$ cat config.mk
export PLATFORM = sky130hd
export DESIGN_NAME = mul_div_seq
export DESIGN_NICKNAME = d
export VERILOG_FILES = /design/src/rtl/mul_div_seq.sv
export SDC_FILE = /design/constraint.sdc
export NUM_CORES = 1
export LEC_CHECK = 0
export CORE_MARGIN = 2
export CORE_UTILIZATION = 40
export DETAILED_ROUTE_END_ITERATION = 8
export SLEW_MARGIN = 10
export SYNTH_ARGS = -nofsm -noshare
export SYNTH_HDL_FRONTEND = slang
export SYNTH_SLANG_ARGS = --single-unit
$ cat constraint.sdc
create_clock -name clock -period 4.6 [get_ports clock]
set_input_delay 0.92 -clock clock [delete_from_list [all_inputs] [get_ports clock]]
set_output_delay 0.92 -clock clock [all_outputs]
set_load 0.02 [all_outputs]
$ cat src/rtl/mul_div_seq.sv
// Sequential signed multiplier (radix-2 Booth) with an optional restoring divider.
// Define MULDIV_DIV_EN to build the divider; otherwise a divide request returns err.
module mul_div_seq (
  input  logic        clock,
  input  logic        clear,
  input  logic        start,
  input  logic        op,
  input  logic [31:0] a,
  input  logic [31:0] b,
  output logic        busy,
  output logic        done,
  output logic [31:0] zhigh,
  output logic [31:0] zlow,
  output logic        err
);

  typedef enum logic [1:0] {IDLE, RUN, DONE} state_t;

  state_t      state;
  state_t      state_next;
  logic [5:0]  count;
  logic [32:0] acc;
  logic [31:0] lsr;
  logic [31:0] mcand;
  logic        qm1;
  logic        exc;
  logic [32:0] mext;
  logic [32:0] booth_sum;
  logic [32:0] acc_step;
  logic [31:0] lsr_step;
  logic [31:0] res_hi;
  logic [31:0] res_lo;

`ifdef MULDIV_DIV_EN
  logic        op_r;
  logic        neg_q;
  logic        neg_r;
  logic [31:0] a_mag;
  logic [31:0] b_mag;
  logic [32:0] shifted;
  logic [32:0] trial;

  assign a_mag = a[31] ? -a : a;
  assign b_mag = b[31] ? -b : b;
  assign exc   = op && (b == 32'd0);
`else
  assign exc   = op;
`endif

  assign mext = {mcand[31], mcand};

  always_ff @(posedge clock or negedge clear) begin
    if (!clear) state <= IDLE;
    else        state <= state_next;
  end

  // Exceptional requests bypass RUN and report straight from DONE.
  always_comb begin
    state_next = state;
    busy       = (state != IDLE);
    done       = (state == DONE);
    case (state)
      IDLE:    if (start) state_next = exc ? DONE : RUN;
      RUN:     if (count == 6'd0) state_next = DONE;
      DONE:    state_next = IDLE;
      default: state_next = IDLE;
    endcase
  end

  // One iteration of either algorithm, plus the sign-corrected final result.
  always_comb begin
    booth_sum = acc;
    case ({lsr[0], qm1})
      2'b01:   booth_sum = acc + mext;
      2'b10:   booth_sum = acc - mext;
      default: booth_sum = acc;
    endcase
    acc_step = {booth_sum[32], booth_sum[32:1]};
    lsr_step = {booth_sum[0], lsr[31:1]};
    res_hi   = acc[31:0];
    res_lo   = lsr;
`ifdef MULDIV_DIV_EN
    shifted = {acc[31:0], lsr[31]};
    trial   = shifted - {1'b0, mcand};
    if (op_r) begin
      if (!trial[32]) begin
        acc_step = trial;
        lsr_step = {lsr[30:0], 1'b1};
      end else begin
        acc_step = shifted;
        lsr_step = {lsr[30:0], 1'b0};
      end
      res_lo = neg_q ? -lsr : lsr;
      res_hi = neg_r ? -acc[31:0] : acc[31:0];
    end
`endif
  end

  always_ff @(posedge clock or negedge clear) begin
    if (!clear) begin
      count <= 6'd0;
      acc   <= '0;
      lsr   <= '0;
      mcand <= '0;
      qm1   <= 1'b0;
      zhigh <= '0;
      zlow  <= '0;
      err   <= 1'b0;
`ifdef MULDIV_DIV_EN
      op_r  <= 1'b0;
      neg_q <= 1'b0;
      neg_r <= 1'b0;
`endif
    end else begin
      case (state)
        IDLE: if (start) begin
          err   <= 1'b0;
          count <= 6'd32;
          acc   <= '0;
          qm1   <= 1'b0;
          lsr   <= b;
          mcand <= a;
`ifdef MULDIV_DIV_EN
          op_r  <= op;
          neg_q <= a[31] ^ b[31];
          neg_r <= a[31];
          if (op) begin
            lsr   <= a_mag;
            mcand <= b_mag;
            if (b == 32'd0) begin
              zlow  <= '1;
              zhigh <= a;
              err   <= 1'b1;
              count <= 6'd0;
            end
          end
`else
          if (op) begin
            zlow  <= '0;
            zhigh <= '0;
            err   <= 1'b1;
            count <= 6'd0;
          end
`endif
        end
        RUN: begin
          if (count != 6'd0) begin
            acc   <= acc_step;
            lsr   <= lsr_step;
            qm1   <= lsr[0];
            count <= count - 6'd1;
          end else begin
            zhigh <= res_hi;
            zlow  <= res_lo;
          end
        end
        default: ;
      endcase
    end
  end

endmodule

==> flow_metrics.py, run 1 <==
metrics = {
    "floorplan": {
        "io_pins": 135,
        "dieHeight_um": 157,
        "initial_utilization": 0.405,
        "core_area_um2": 23300,
        "dieArea_um2": 24800,
        "rows": 56,
        "die_w_um": 157,
    },
    "clock_tree": {
        "clk_pin_slew_worst_paths_ps": 60,
        "ctsHoldBuffers": 0,
        "cts_resized": 0,
        "clock_latency_ps": 430,
        "cts_root_buf": "clkbuf_16",
        "cts_tree": "done",
        "clockBufferDepth": 2,
        "cts_buffers": 17,
        "htree_levels": 4,
        "post_cts_buffers": 0,
        "cts_sinks": 170,
    },
    "routing": {
        "drtIter0Drc": 489,
        "vias_per_cell": 5.19,
        "drt_wl_total_um": 24800,
        "drc": 0,
        "ant_nets": 0,
        "first_pass_iters": 5,
        "wire_per_inst_um": 15.8,
        "dr_total_vias": 8137,
    },
    "critical_path": {
        "path_cells": "inv_1, ha_1, nor4b_2, and3_1, and3_1, nor2b_1, a21oi_1, xnor2_1, ha_1, nand2_1, nor3_1, nand3_1, o211a_1, a21oi_1, xnor2_1, o21ai_0",
        "cp_num_buf_inv": 1,
        "critPathKind": "reg -> reg",
        "cp_data_arrival_time_ps": 4320,
        "cp_top_family": "simple AND/OR/NAND/NOR gates",
        "path_max_fanout": 10,
        "max_stage_delay_ps": 480,
        "endpoint_kind": "flop",
        "cpMaxStageDelayCell": "nor4b_2",
        "startpoint_type": "flop",
        "required_ps": 4880,
    },
    "grt": {
        "grt.overflow.total": 0,
        "grt_pass1_wl_um": 41000,
        "grt_usage": 0.208,
        "grt_max_degree": 108,
        "antenna_found_initial": 0,
        "grt_pass1_vias": 7968,
    },
    "logic_synthesis": {
        "ys_seq_area_frac": 0.452,
        "netlist_instances": 1134,
        "synth_cell_types": 56,
        "postSynthNetCount": 1238,
        "synth_top_area_cell": "dfrtp_1",
        "synth-edff-count": 0,
        "yosys.area_share.simple": 0.252,
        "synth_top_area_frac": 0.452,
        "synth_flop_cell": "dfrtp_1",
        "yosysWarnings": 0,
        "synth-seq-cells": 170,
        "netlist_area_um2": 9420,
        "yosys.area_share.xor_xnor": 0.0558,
        "synth_mux_area_frac": 0.00532,
        "synth.area.top_cells": "dfrtp_1, nand2_1, nand3_1",
        "synthAdderAreaFrac": 0.0486,
        "synth_top_family_by_area": "simple AND/OR/NAND/NOR gates",
        "synth_compound_area_frac": 0.154,
        "avgSynthCellArea_um2": 8.30,
        "synth_async_sr_flop_share": 1.00,
    },
    "sta": {
        "fin_tns_setup_ps": 0,
        "hold_viol": 0,
        "clock_skew_ps": 11.3,
        "fin_crit_sh": 0.879,
        "slew_violations": 0,
        "setup_viol": 0,
        "grt_setup_unrepaired": "false",
        "tightest_slew_ps": 978,
        "min_period_ps": 4040,
        "relSlewSlack": 0.348,
        "fmax_mhz": 247,
    },
    "pwr": {
        "peakVddDrop_mv": 0.324,
        "power_leakage_nw": 5.45,
        "cellPowerDensity_nw_per_um2": 858,
    },
    "placement": {
        "placed_area_um2": 11100,
        "gp_congestion": 0.879,
        "port_buffers": 134,
        "dp.cells": 1537,
        "hpwl_um": 17600,
    },
    "finish": {
        "drive_above_1_share": 0.0488,
        "fillers": 2296,
        "layout.cells.non_filler": 1568,
        "diodes": 0,
        "final_area_um2": 11700,
        "postLayoutCoreUtil": 0.502,
        "area_growth_pct": 24.1,
        "fin_nets": 1341,
    },
    "run_status": {
        "status": "finished clean",
    },
    "job": {
        "cap_violations": 0,
    },
    "hold_path": {
        "holdCritPathClass": "reg -> reg",
    },
}
==> final cells by class <==
class,instances,area [um^2],area share
sequential,170,4250,0.364
clock buffer,18,439,0.0376
clock inverter,13,180,0.0154
tap,319,399,0.0342
multi-input combinational,881,4880,0.418
inverter,20,75.1,0.00643
timing repair buffer,147,1450,0.124
==> path summary, 6_finish.rpt <==
kind / start / endpoint / slack (ps) / depth (start not counted)
worst min register to register: zhigh[22] / zhigh[22] / 460 / 2
worst max register to register: mcand[0] / acc[30] / 560 / 16
worst min-delay path: zhigh[22] / zhigh[22] / 460 / 2
min in group asynchronous: clear / zlow[27] / 620 / 1
max in group asynchronous: clear / zhigh[18] / 3060 / 2
worst max-delay path: mcand[0] / acc[30] / 560 / 16
==> per-layer routing <==
metal  wire [um]  vias to the layer above  global-route usage
li1            -                     4097                   -
met1       12200                     3780               0.296
met2       11000                      230               0.328
met3        1160                       30              0.0306
met4         432                        0              0.0645
met5           0                        -                   0
==> synthesized netlist by cell type (2+ instances only) <==
library cell / number
o31ai_1: 3
nand2_1: 333
xnor2_1: 44
nor3_1: 11
a211oi_1: 3
a22o_1: 3
o21a_1: 4
and3_1: 5
o21ai_0: 55
xor2_1: 16
clkbuf_1: 50
o211ai_1: 7
a21oi_1: 69
or4_1: 2
and2_1: 8
nor4b_1: 2
o21ai_1: 2
nor2_1: 59
inv_1: 19
a31oi_1: 11
nand2b_1: 8
a21boi_0: 2
mux2i_1: 5
buf_1: 13
nor2b_1: 7
dfrtp_1: 170
nand4_1: 7
o211a_1: 2
ha_1: 35
a22oi_1: 44
a2bb2oi_1: 2
nor4_1: 6
o21bai_1: 3
a21o_1: 9
nand3_1: 94
==> state kept, by name (all words and copies together) (netlist names) <==
name   flops
acc       32
lsr       32
mcand     32
zhigh     32
zlow      32
count      6
state      2
err        1
qm1        1
==> kinds of logic after synthesis <==
kind of cell,Yosys count
AO/OA/AOI/OAI,229
flip-flops,170
XOR/XNOR,60
adder cells (fa/ha/maj),36
AND/OR/NAND/NOR,551
buffers and inverters,83
multiplexers,5
==> placed cells by master (no fill, tap or decap), types with 8 or more instances in the layout <==
master / synthesis / routed
a21o_1: 9 / 9
nor2_1: 59 / 58
a31oi_1: 11 / 10
a22oi_1: 44 / 44
a21oi_1: 69 / 69
buf_4: 0 / 12
ha_1: 35 / 35
xnor2_1: 44 / 44
xor2_1: 16 / 16
nand2_1: 333 / 333
inv_1: 19 / 19
nand3_1: 94 / 94
nand2b_1: 8 / 8
nor3_1: 11 / 11
o21ai_0: 55 / 55
clkdlybuf4s50_1: 0 / 133
clkbuf_16: 0 / 17
dfrtp_1: 170 / 170
==> stage by stage <==
step                      setup slack, ps  power (mW)  hold slack (ps)
final                                 555        10.0              464
after global routing                  110        10.9              486
after CTS                             552        10.1              469
after detailed placement              579        8.51              455
after global placement                677        8.45              448
after floorplan                      1080        6.74              450
==> power by group <==
group          switching, mW  internal (mW)  leakage [nW]
clock                  0.654          0.885         0.304
combinational           3.54           2.28          2.93
sequential             0.540           2.13          2.22
==> worst reg2reg max path, cell delays in order, from the launching register on <==
cell and delay, ps:
dfrtp_1 410, inv_1 90, ha_1 180, nor4b_2 480
and3_1 350, and3_1 230, nor2b_1 180, a21oi_1 100
xnor2_1 150, ha_1 470, nand2_1 120, nor3_1 360
nand3_1 130, o211a_1 270, a21oi_1 170, xnor2_1 130
o21ai_0 80
Note: power is estimated with default switching activity, not from simulation.
==> inputs of run 2 (changes only) <==
--- a/config.mk
+++ b/config.mk
@@ -5,7 +5,6 @@
 export SDC_FILE = /design/constraint.sdc
 export NUM_CORES = 1
 export LEC_CHECK = 0
-export CORE_MARGIN = 2
 export CORE_UTILIZATION = 40
 export DETAILED_ROUTE_END_ITERATION = 8
 export SLEW_MARGIN = 10
==> run 2 against run 1 <==
Effect of this change:
- global-route usage grew 0.67 points
- final cell count is 0.26% lower
- flip-flop and latch count stayed put
- maximum frequency is 1.5% higher
- first-iteration DRC count is 3.9% higher
- design area down 0.33%
- clock power decreased by 6%
- die area decreased by 2.5%
- non-clock buffer count rose by 1
- power shrank 1.1%
- critical path depth unchanged
- largest cell class unchanged
- highest routed layer unchanged
==> flow_metrics.py, run 2 (synthesized netlist as in run 1, its figures left out) <==
metrics = {
    "floorplan": {
        "dieArea_um2": 24200,
        "rows": 55,
        "die_w_um": 155,
        "core_area_um2": 22800,
        "io_pins": 135,
        "dieHeight_um": 155,
        "initial_utilization": 0.412,
    },
    "finish": {
        "area_growth_pct": 23.7,
        "diodes": 0,
        "fin_nets": 1342,
        "mostFrequentLayoutCell": "nand2_1",
        "drive_above_1_share": 0.0504,
        "layout_common_cells": "nand2_1, dfrtp_1, clkdlybuf4s50_1",
        "fillers": 2219,
    },
    "clock_tree": {
        "cts_sinks": 170,
        "cts_tree": "done",
        "cts_resized": 0,
        "post_cts_buffers": 0,
        "clock_latency_ps": 440,
        "cts_root_buf": "clkbuf_16",
        "clk_pin_slew_worst_paths_ps": 70,
        "clockBufferDepth": 2,
        "htree_levels": 4,
        "cts_buffers": 17,
        "ctsHoldBuffers": 0,
    },
    "grt": {
        "grt.overflow.total": 0,
        "antenna_found_initial": 0,
        "grt_pass1_vias": 7831,
        "grt_max_degree": 68,
        "grt_pass1_wl_um": 41200,
        "grt_usage": 0.215,
    },
    "sta": {
        "hold_viol": 0,
        "min_period_ps": 3980,
        "grt_setup_unrepaired": "false",
        "clock_skew_ps": 11.9,
        "slew_violations": 0,
        "fin_tns_setup_ps": 0,
        "relSlewSlack": 0.375,
        "fin_crit_sh": 0.866,
        "hold_slack_ps": 464,
        "setup_viol": 0,
        "tightest_slew_ps": 935,
        "fmax_mhz": 251,
    },
    "critical_path": {
        "reg2regPathDepth": 16,
        "cp_data_arrival_time_ps": 4270,
        "r2r_slack_ps": 620,
        "reg2reg_to": "acc[30]",
        "cp_num_buf_inv": 1,
        "path_max_fanout": 10,
        "cp_top_family": "simple AND/OR/NAND/NOR gates",
        "cpMaxStageDelayCell": "nor4b_2",
        "max_stage_delay_ps": 470,
        "required_ps": 4880,
        "startpoint_type": "flop",
        "crit_start": "mcand[1]",
        "reg2reg_from": "mcand[1]",
        "critPathKind": "reg -> reg",
        "path_cells": "inv_1, ha_1, nor4b_2, and3_1, and3_1, nor2b_1, a21oi_1, xnor2_1, ha_1, nand2_1, nor3_1, nand3_1, o211a_1, a21oi_1, xnor2_1, o21ai_0",
        "endpoint_kind": "flop",
    },
    "routing": {
        "first_pass_iters": 5,
        "vias_per_cell": 5.23,
        "wire_per_inst_um": 15.9,
        "ant_nets": 0,
        "dr_total_vias": 8174,
        "drc": 0,
        "drtIter0Drc": 508,
        "drt_wl_total_um": 24800,
    },
    "hold_path": {
        "holdCritPathClass": "in -> async",
    },
    "placement": {
        "hpwl_um": 17700,
        "port_buffers": 134,
        "gp_congestion": 0.862,
    },
    "pwr": {
        "power_leakage_nw": 5.44,
        "peakVddDrop_mv": 0.315,
        "cellPowerDensity_nw_per_um2": 852,
    },
    "run_status": {
        "status": "finished clean",
    },
    "job": {
        "cap_violations": 0,
    },
}
[run 2: worst reg2reg max path: cells and delay by family (launching register included)]
family	cells	cell delay, ps
adder cells (fa/ha/maj)	2	650
flip-flops	1	410
buffers and inverters	1	90
AND/OR/NAND/NOR	7	1770
AO/OA/AOI/OAI	4	620
XOR/XNOR	2	290
[run 2: stage by stage]
stage	power, mW	cells	setup WS [ps]	area [um^2]	util
after detailed placement	8.49	1532	641	11100	0.484
after CTS	9.96	1564	610	11600	0.510
after global placement	8.43	1532	728	11100	0.484
final	9.92	1564	615	11600	0.510
after global routing	10.8	1564	105	11600	0.510
after floorplan	6.74	1134	1080	9420	-
[run 2: area by class of cell]
class                           instances  area [um^2]  share of cell area
Inverter                               20         75.1             0.00645
Timing Repair Buffer                  148         1450               0.124
Sequential cell                       170         4250               0.365
Multi-Input combinational cell        881         4880               0.419
Clock inverter                         14          154              0.0132
Clock buffer                           18          439              0.0377
Tap cell                              313          392              0.0336
[run 2: per-layer routing]
layer,global-route usage,share of wire,vias up
met5,0,0,-
met1,0.309,0.50,3817
li1,-,-,4110
met4,0.0518,0.013,0
met2,0.335,0.45,218
met3,0.0376,0.044,29
[run 2: how the worst max path moves through the flow]
stage | end | cells past startpoint
finish | acc[30] | 16
global route | acc[30] | 16
CTS | acc[30] | 16
detailed placement | acc[26] | 16
global placement | acc[30] | 16
floorplan | acc[26] | 17
[run 2: power by group]
part / switching, mW / internal [mW]
registers: 0.541 / 2.13
logic: 3.53 / 2.27
clock network: 0.704 / 0.741
total: 4.78 / 5.14
==> inputs of run 3 (changes only) <==
--- a/config.mk
+++ b/config.mk
@@ -7,7 +7,8 @@
 export LEC_CHECK = 0
 export CORE_UTILIZATION = 40
 export DETAILED_ROUTE_END_ITERATION = 8
-export SLEW_MARGIN = 10
+export DONT_BUFFER_PORTS = 1
+export SLEW_MARGIN = 30
 export SYNTH_ARGS = -nofsm -noshare
 export SYNTH_HDL_FRONTEND = slang
 export SYNTH_SLANG_ARGS = --single-unit
==> run 3 against run 2 <==
Effect of this change:
- flip-flop and latch count unchanged
- routed wire length decreased by 1.4%
- maximum frequency shrank 0.89%
- via count fell by 5.9%
- worst hold slack worse by 290 ps
- global-route usage decreased by 0.58 points
- power is 5.1% lower
- sequential share of layout area increased by 4.9 points
- combinational power down 14%
- critical path depth unchanged
- clock skew fell by 1.5 ps
- design area fell by 12%
- critical endpoint unchanged
- largest cell class unchanged
==> flow_metrics.py, run 3 (synthesized netlist as in run 1, its figures left out) <==
metrics = {
    "pwr": {
        "p_int_mw": 4.68,
        "pwr-share-clk": 0.152,
        "netSwitchingFraction": 0.502,
        "cellPowerDensity_nw_per_um2": 918,
        "power_frac_seq": 0.320,
        "pwr-share-comb": 0.529,
        "p_switching_mw": 4.73,
        "peakVddDrop_mv": 0.285,
        "power_leakage_nw": 4.91,
    },
    "routing": {
        "ant_nets": 0,
        "first_pass_iters": 5,
        "wire_per_inst_um": 17.2,
        "drtIter0Drc": 578,
        "dr_total_vias": 7689,
        "drt_wl_total_um": 24500,
        "drc": 0,
        "vias_per_cell": 5.39,
    },
    "clock_tree": {
        "cts_sinks": 170,
        "cts_root_buf": "clkbuf_16",
        "clockBufferDepth": 2,
        "clock_latency_ps": 430,
        "cts_tree": "done",
        "cts_resized": 0,
        "htree_levels": 4,
        "clk_pin_slew_worst_paths_ps": 80,
        "ctsHoldBuffers": 0,
        "post_cts_buffers": 0,
        "cts_buffers": 17,
    },
    "sta": {
        "tightest_slew_ps": 883,
        "relSlewSlack": 0.410,
        "clock_skew_ps": 10.4,
        "grt_setup_unrepaired": "false",
        "min_period_ps": 4020,
        "fin_crit_sh": 0.874,
        "setup_viol": 0,
        "fin_tns_setup_ps": 0,
        "fmax_mhz": 249,
        "hold_viol": 0,
        "slew_violations": 0,
    },
    "run_status": {
        "status": "finished clean",
    },
    "critical_path": {
        "path_cells": "inv_1, ha_1, nor4b_2, and3_1, and3_1, nor2b_1, a21oi_1, xnor2_1, ha_1, nand2_1, nor3_1, nand3_1, o211a_1, a21oi_1, xnor2_1, o21ai_0",
        "cp_data_arrival_time_ps": 4300,
        "reg2reg_from": "mcand[0]",
        "endpoint_kind": "flop",
        "max_stage_delay_ps": 490,
        "startpoint_type": "flop",
        "critPathKind": "reg -> reg",
        "reg2regPathDepth": 16,
        "cpMaxStageDelayCell": "nor4b_2",
        "crit_end": "acc[30]",
        "required_ps": 4880,
        "crit_start": "mcand[0]",
        "r2r_slack_ps": 580,
        "reg2reg_to": "acc[30]",
        "path_max_fanout": 10,
    },
    "placement": {
        "placed_area_um2": 9680,
        "gp_congestion": 0.835,
        "hpwl_um": 16700,
        "port_buffers": 0,
    },
    "grt": {
        "antenna_found_initial": 0,
        "grt_max_degree": 171,
        "grt.overflow.total": 0,
        "grt_pass1_vias": 7364,
        "grt_pass1_wl_um": 39800,
        "grt_usage": 0.209,
    },
    "floorplan": {
        "initial_utilization": 0.412,
        "die_w_um": 155,
        "io_pins": 135,
        "rows": 55,
        "dieHeight_um": 155,
        "dieArea_um2": 24200,
        "core_area_um2": 22800,
    },
    "finish": {
        "layout_common_cells": "nand2_1, dfrtp_1, nand3_1",
        "diodes": 0,
        "fillers": 2336,
        "area_growth_pct": 8.93,
        "final_area_um2": 10300,
        "drive_above_1_share": 0.0521,
        "fin_nets": 1204,
        "mostFrequentLayoutCell": "nand2_1",
    },
    "job": {
        "cap_violations": 0,
    },
    "hold_path": {
        "holdCritPathClass": "in -> async",
    },
}
==> run 3: cell count changes in the layout (fill, tap and decap cells not counted), sizes merged <==
cell           before  now
clkdlybuf4s50     133    0
buf                15   10
clkinv              7    4
inv                26   29
clkbuf             18   17
clkinvlp            1    2
==> run 3: power by group through the flow <==
stage / Clock, mW / Combinational, mW / Sequential (mW)
2_1_floorplan: 0 / 3.89 / 2.85
3_3_place_gp: 0 / 4.91 / 3.03
3_5_place_dp: 0 / 4.94 / 3.04
4_1_cts: 1.47 / 4.98 / 3.01
5_1_grt: 1.54 / 5.60 / 3.10
6_report: 1.43 / 4.98 / 3.01
==> run 3: cell type report <==
class	instances	area, um^2	area share
tap	313	392	0.0382
inverter	20	77.6	0.00756
clock buffer	17	425	0.0415
sequential	170	4250	0.415
timing repair buffer	10	75.1	0.00732
clock inverter	15	150	0.0146
multi-input combinational	881	4880	0.476
==> run 3: worst min path at each step <==
stage / from / to / slack, ps / cells after the start
CTS: clear / zlow[27] / 160 / 0
floorplan: qm1 / qm1 / 450 / 2
global placement: qm1 / qm1 / 460 / 2
global route: clear / zlow[27] / 150 / 0
finish: clear / zlow[27] / 180 / 0
detailed placement: qm1 / qm1 / 480 / 2
==> run 3: through the flow <==
step                cells  setup WS [ps]  hold WS (ps)  power, mW   util
floorplan            1134           1080           450       6.74      -
global placement     1394            724           463       7.94  0.424
detailed placement   1394            608           482       7.98  0.424
CTS                  1426            583           157       9.46  0.449
global route         1426            216           149       10.2  0.449
finish               1426            579           178       9.41  0.449
==> run 3: layer usage <==
layer | routed length, um | global-route usage
met1 | 12000 | 0.302
met2 | 10700 | 0.318
met3 | 1420 | 0.0365
met4 | 398 | 0.0658
met5 | 0 | 0
==> run 3: worst max-delay path, delay by kind of cell (launching register included) <==
family                     cells  cell delay [ps]
and+or+nand+nor                7             1810
adders and majority gates      2              650
AOI/OAI and AO/OA              4              610
DFF                            1              420
xor gates and xnor gates       2              290
buffers and inverters          1               90
